### src/rtl/seven_segment_arbiter.sv
// -----------------------------------------------------------------------------
// seven_segment_arbiter
//
// Shares a two-digit seven-segment display between two byte producers.
// A grant latches the winner's byte onto the display for HOLD_CYCLES cycles,
// then the winner gets a one-cycle acknowledge. Ties go to the requester that
// did not win last time, so two persistent requesters alternate.
//
// Parameters
//   HOLD_CYCLES  cycles a granted byte is held (1 .. 2**COUNT_WIDTH)
//   COUNT_WIDTH  width of the hold counter
//
// Ports
//   i_Clk      system clock
//   i_Rst      synchronous, active-high reset
//   i_Req_0/1  level requests, held until the matching ack
//   i_Byte_0/1 request bytes, [0:3] = high nibble (left digit)
//   o_Ack_0/1  one-cycle pulse when that requester's hold period ends
//   o_Byte     byte to the display decoder, [0:3] digit 1, [4:7] digit 2
//   o_Blank    high until the first grant after reset
//   o_Owner    index of the current or most recent grantee
//   o_Busy     high while holding or acknowledging
// -----------------------------------------------------------------------------
module seven_segment_arbiter #(
    parameter int unsigned HOLD_CYCLES = 25000000,
    parameter int unsigned COUNT_WIDTH = 25
) (
    input  logic       i_Clk,
    input  logic       i_Rst,
    input  logic       i_Req_0,
    input  logic [0:7] i_Byte_0,
    output logic       o_Ack_0,
    input  logic       i_Req_1,
    input  logic [0:7] i_Byte_1,
    output logic       o_Ack_1,
    output logic [0:7] o_Byte,
    output logic       o_Blank,
    output logic       o_Owner,
    output logic       o_Busy
);

    typedef enum logic [1:0] {
        IDLE = 2'd0,
        HOLD = 2'd1,
        ACK  = 2'd2
    } state_e;

    // Counter value on the last HOLD cycle.
    localparam logic [COUNT_WIDTH-1:0] HOLD_LAST = COUNT_WIDTH'(HOLD_CYCLES - 1);

    state_e                 state_q, state_d;
    logic [COUNT_WIDTH-1:0] count_q, count_d;
    logic [0:7]             byte_q, byte_d;
    logic                   blank_q, blank_d;
    logic                   owner_q, owner_d;
    logic                   last_owner_q, last_owner_d;
    logic                   ack_0_q, ack_0_d;
    logic                   ack_1_q, ack_1_d;
    logic                   busy_q, busy_d;
    logic                   grant_1;

    // NOTE: every signal written here gets a default first, so no path through
    // the case statement leaves a value unassigned and no latch is inferred.
    always_comb begin
        state_d      = state_q;
        count_d      = count_q;
        byte_d       = byte_q;
        blank_d      = blank_q;
        owner_d      = owner_q;
        last_owner_d = last_owner_q;
        ack_0_d      = 1'b0;
        ack_1_d      = 1'b0;
        grant_1      = 1'b0;

        case (state_q)
            IDLE: begin
                if (i_Req_0 || i_Req_1) begin
                    // Requester 1 wins when alone, or on a tie when 0 won last.
                    grant_1      = i_Req_1 && (!i_Req_0 || !last_owner_q);
                    byte_d       = grant_1 ? i_Byte_1 : i_Byte_0;
                    owner_d      = grant_1;
                    last_owner_d = grant_1;
                    blank_d      = 1'b0;
                    count_d      = '0;
                    state_d      = HOLD;
                end
            end
            HOLD: begin
                if (count_q == HOLD_LAST) begin
                    // Ack is registered, so it is raised on the edge entering ACK.
                    state_d = ACK;
                    ack_0_d = !owner_q;
                    ack_1_d = owner_q;
                end else begin
                    count_d = count_q + COUNT_WIDTH'(1);
                end
            end
            ACK: begin
                state_d = IDLE;
            end
            default: begin
                state_d = IDLE;
            end
        endcase

        busy_d = (state_d != IDLE);
    end

    // NOTE: sequential state uses non-blocking assignments so every register
    // samples the pre-edge values, independent of statement order.
    always_ff @(posedge i_Clk) begin
        if (i_Rst) begin
            state_q      <= IDLE;
            count_q      <= '0;
            byte_q       <= 8'h00;
            blank_q      <= 1'b1;
            owner_q      <= 1'b0;
            last_owner_q <= 1'b1;   // requester 0 wins the first tie
            ack_0_q      <= 1'b0;
            ack_1_q      <= 1'b0;
            busy_q       <= 1'b0;
        end else begin
            state_q      <= state_d;
            count_q      <= count_d;
            byte_q       <= byte_d;
            blank_q      <= blank_d;
            owner_q      <= owner_d;
            last_owner_q <= last_owner_d;
            ack_0_q      <= ack_0_d;
            ack_1_q      <= ack_1_d;
            busy_q       <= busy_d;
        end
    end

    assign o_Ack_0 = ack_0_q;
    assign o_Ack_1 = ack_1_q;
    assign o_Byte  = byte_q;
    assign o_Blank = blank_q;
    assign o_Owner = owner_q;
    assign o_Busy  = busy_q;

endmodule

### config.mk
export PLATFORM = sky130hd
export DESIGN_NAME = seven_segment_arbiter
export DESIGN_NICKNAME = d
export VERILOG_FILES = /design/src/rtl/seven_segment_arbiter.sv
export SDC_FILE = /design/constraint.sdc
export NUM_CORES = 1
export LEC_CHECK = 0
export ABC_CLOCK_PERIOD_IN_PS = 3000
export BUFFER_PORTS_ARGS = -buffer_cell sky130_fd_sc_hd__buf_2
export CORE_UTILIZATION = 45
export CTS_CLUSTER_SIZE = 25
export DETAILED_ROUTE_END_ITERATION = 8
export GPL_TIMING_DRIVEN = 0
export PLACE_DENSITY = 0.66
export RECOVER_POWER = 50
export SYNTH_ARGS = -nofsm -noshare
export SYNTH_HDL_FRONTEND = slang
export SYNTH_SLANG_ARGS = --single-unit
### constraint.sdc
create_clock -name i_Clk -period 3 [get_ports i_Clk]
set_clock_uncertainty 0.2 [all_clocks]
set_input_delay 0.3 -clock i_Clk [delete_from_list [all_inputs] [get_ports i_Clk]]
set_output_delay 0.3 -clock i_Clk [all_outputs]
set_load 0.005 [all_outputs]
==> metrics.md <==
| Metric | Value |
|---|---|
| Outcome | `finished clean` |
| WL met1 | `2080 um` |
| GRT Util Overall | `21.5%` |
| DP HPWL | `3170 um` |
| Worst Hold Slack | `0.134 ns` |
| Synthesized cell area | `0.00199 mm2` |
| Worst stage delay on the critical path | `0.59 ns` |
| PwrDens | `504 mW/mm2` |
| Critical Path Sink | `count_q[3]` |
| Worst r2r path cells | `7` |
| Flop-to-flop setup slack | `0.32 ns` |
| First-pass GRT wire length | `7350 um` |
| Total CTS buffers | `5` |
| Filler Cells Inserted | `395` |
| Final hold violations | `0` |
| Crit-path slowest cell | `nor4_1` |
| Worst R2R End | `count_q[3]` |
| Routed via count | `1864` |
| Setup Fix Bufs, Post-CTS | `0` |
| DR vias/cell | `5.84` |
| Clock power share | `39.1%` |
| FF-to-FF Start | `count_q[0]` |
| Io pins | `33` |
| Worst slew pin tran | `0.729 ns` |
| Yosys Warn Count | `0` |
| Die area | `0.00469 mm2` |
| Routed wire per std cell | `14.1 um` |
| Setup crit start kind | `flip-flop` |
| Max-Cap Viols | `0` |
| Critical-path cell list | `ha_1 -> nand3_4 -> nor4_1 -> a21oi_1 -> clkbuf_1 -> a41oi_1 -> a31oi_1` |
| Syn Nets | `251` |
| CP bufs+invs | `1` |
| Synth Flop Type | `dfxtp_1` |
| Synthesis-to-layout area growth | `16.5%` |
| Yosys reg bits | `41` |
| Hold Buf Count CTS | `0` |
| Routed wl met3 | `215 um` |
| Antenna cells | `0` |
| Max Used Layer | `met4` |
| Total grt overflow | `0` |
| Worst-skew pair later-pin latency | `0.30 ns` |
| Peak Freq | `373 MHz` |
| Chip Height | `68.5 um` |
| Max FO, Critical Path | `10` |
| CORE AREA | `0.00412 mm2` |
| CTS tree | `done` |
| Initial antenna violation count | `0` |
| Detail Route Antenna Nets | `0` |
| CTS Buffer Depth | `2` |
| Routed WL | `4490 um` |
| PortBufs | `31` |
| Switching share of power | `23.6%` |
| Largest net degree at the start of global routing | `13` |
| EDFF count, synth | `0` |
| Critical path type | `flip-flop to flip-flop` |
| Int Pwr | `0.891 mW` |
| Switching power | `0.276 mW` |
| Setup repair after global routing missed its margin | `no` |
| GP Congestion | `0.799` |
| Rows | `23` |
| Leak | `0.923 nW` |
| Crit path depth | `7` |
| Netlist cell types | `45` |
| Endpoint class of the critical path | `flip-flop` |
| Crit path max-delay family | `simple AND/OR/NAND/NOR gates` |
| Critical Path RT | `2.98 ns` |
| Worst path arrival time | `2.66 ns` |
| WL met2 | `2110 um` |
| Cells after Synth | `230` |
| Hold Crit Class | `input port to flip-flop` |
| # DRC | `0` |
| Setup-failing EPs final | `0` |
| Gate power share | `11.0%` |
| Final min period | `2.68 ns` |
| Mapped Avg Cell Area | `8.64 um2` |
| Share of cells above drive strength 1 | `16.4%` |
| Starting Density | `48.3%` |
| Sink Count | `41` |
| Number of global-route vias before repair | `1580` |
| Slew HR | `51.0%` |
| Pins over their slew limit | `0` |
| Sum Neg Setup Slack | `0 ns` |
| Sequential power share | `49.9%` |
| DRT Pass-1 Iters | `6` |
| Post-synthesis sequential area ratio | `41.3%` |
| CTS resizes | `0` |
| Final nets | `289` |
| CTS Root Cell | `clkbuf_8` |
| Ys async rst share | `0%` |
| Fin crit share | `89.5%` |
| Initial drt markers | `91` |
| CP startpoint | `count_q[0]` |
| CTS H-tree depth | `2` |
| Die Width | `68.5 um` |
| Clk pin slew, worst setup/hold paths | `0.08 ns` |
| Maximum vdd drop | `0.000292 V` |
-- how the worst min path moves through the flow --
stage | start | endpoint | slack [ns] | depth (start not counted)
6_report | i_Byte_0[0] | o_Byte[0] | 0.13 | 3
5_1_grt | i_Byte_0[7] | o_Byte[7] | 0.15 | 3
4_1_cts | i_Byte_0[0] | o_Byte[0] | 0.13 | 3
3_5_place_dp | o_Blank | o_Blank | 0.24 | 1
3_3_place_gp | o_Blank | o_Blank | 0.23 | 1
2_1_floorplan | o_Owner | o_Ack_0 | 0.24 | 1
-- kinds of logic after synthesis --
family                     synth area share, %
and+or+nand+nor                           25.8
AOI/OAI and AO/OA                         22.3
DFF                                       41.3
buffers and inverters                     3.02
muxes                                     6.54
xor gates and xnor gates                 0.441
adders and majority gates                0.629
-- final cells by class --
class	instances	area [um2]	area share (%)
multi-input combinational	174	1110	47.8
tap	50	62.6	2.70
buffer	11	45.0	1.94
clock inverter	1	30.0	1.30
sequential	41	821	35.4
clock buffer	7	86.3	3.73
inverter	4	15.0	0.648
timing repair buffer	31	149	6.43
-- metal layers --
| layer | track usage (%) | up-vias |
|---|---|---|
| met5 | 0 | - |
| met4 | 7.81 | 0 |
| met3 | 5.50 | 7 |
| met2 | 34.7 | 47 |
| met1 | 27.3 | 864 |
| li1 | - | 946 |
-- cells in the mapped netlist (2+ instances only) --
| cell type | count | area share [%] |
|---|---|---|
| a211o_1 | 4 | 1.8 |
| or2_2 | 3 | 0.94 |
| a21o_1 | 4 | 1.5 |
| o211a_1 | 3 | 1.5 |
| buf_2 | 3 | 0.75 |
| a22o_1 | 2 | 0.88 |
| nand2b_1 | 2 | 0.63 |
| mux2i_1 | 13 | 6.5 |
| a31oi_1 | 8 | 2.5 |
| nand3_1 | 15 | 3.8 |
| nor2_1 | 19 | 3.6 |
| and2_1 | 3 | 0.94 |
| nor4_1 | 6 | 1.9 |
| o21ai_0 | 7 | 1.8 |
| a21boi_0 | 2 | 0.75 |
| and3_1 | 5 | 1.6 |
| clkbuf_1 | 7 | 1.3 |
| inv_1 | 4 | 0.75 |
| nand2_1 | 15 | 2.8 |
| a41oi_1 | 2 | 0.88 |
| dfxtp_1 | 41 | 41 |
| a22oi_1 | 3 | 1.1 |
| nor3_1 | 7 | 1.8 |
| a211oi_1 | 8 | 3.0 |
| o22a_1 | 2 | 0.88 |
| nand4_1 | 8 | 2.5 |
| a21oi_1 | 16 | 4.0 |
-- metrics by stage --
step | setup slack, ns | total power [mW] | cells | util, % | cell area, um2
after detailed placement | 0.336 | 0.724 | 311 | 53.6 | 2210
after CTS | 0.326 | 1.18 | 319 | 56.4 | 2320
after global placement | 0.368 | 0.724 | 311 | 53.6 | 2210
after global routing | 0.155 | 1.22 | 319 | 56.3 | 2320
final | 0.316 | 1.17 | 319 | 56.3 | 2320
after floorplan | 0.736 | 0.675 | 230 | - | 1990
-- tightest hold or removal path, cell delays in order --
cell and delay [ns]:
buf_2 0.09, mux2i_1 0.11, a211oi_1 0.08
-- layout by cell type (no fill, tap or decap), types with 2 or more instances in the layout --
cell / n
a41oi_1: 2
a21oi_1: 16
buf_2: 29
inv_1: 4
and2_1: 3
o211a_1: 3
nand2b_1: 2
o22a_1: 2
nor4_1: 6
mux2i_1: 13
nand2_1: 15
a21boi_0: 2
dfxtp_1: 41
nor3_1: 7
o21ai_0: 7
nor2_1: 19
a211oi_1: 8
a21o_1: 4
clkbuf_1: 13
a22o_1: 2
a211o_1: 4
nand4_1: 8
a31oi_1: 8
clkbuf_8: 6
nand3_1: 15
a22oi_1: 3
and3_1: 5
or2_2: 3
-- power groups by stage --
stage | logic (mW) | clock network [mW] | registers [mW]
floorplan | 0.0807 | 0 | 0.594
global placement | 0.129 | 0 | 0.594
detailed placement | 0.130 | 0 | 0.594
CTS | 0.131 | 0.469 | 0.582
global route | 0.145 | 0.494 | 0.586
finish | 0.128 | 0.457 | 0.582
-- state kept, by name, indices dropped and copies added (netlist names) --
| register | flops |
|---|---|
| count_q | 25 |
| last_owner_q | 1 |
| o_Ack_0 | 1 |
| o_Ack_1 | 1 |
| o_Blank | 1 |
| o_Busy | 1 |
| o_Byte | 8 |
| o_Owner | 1 |
| state_q | 2 |
No activity file was read; power rests on OpenSTA's default activity.
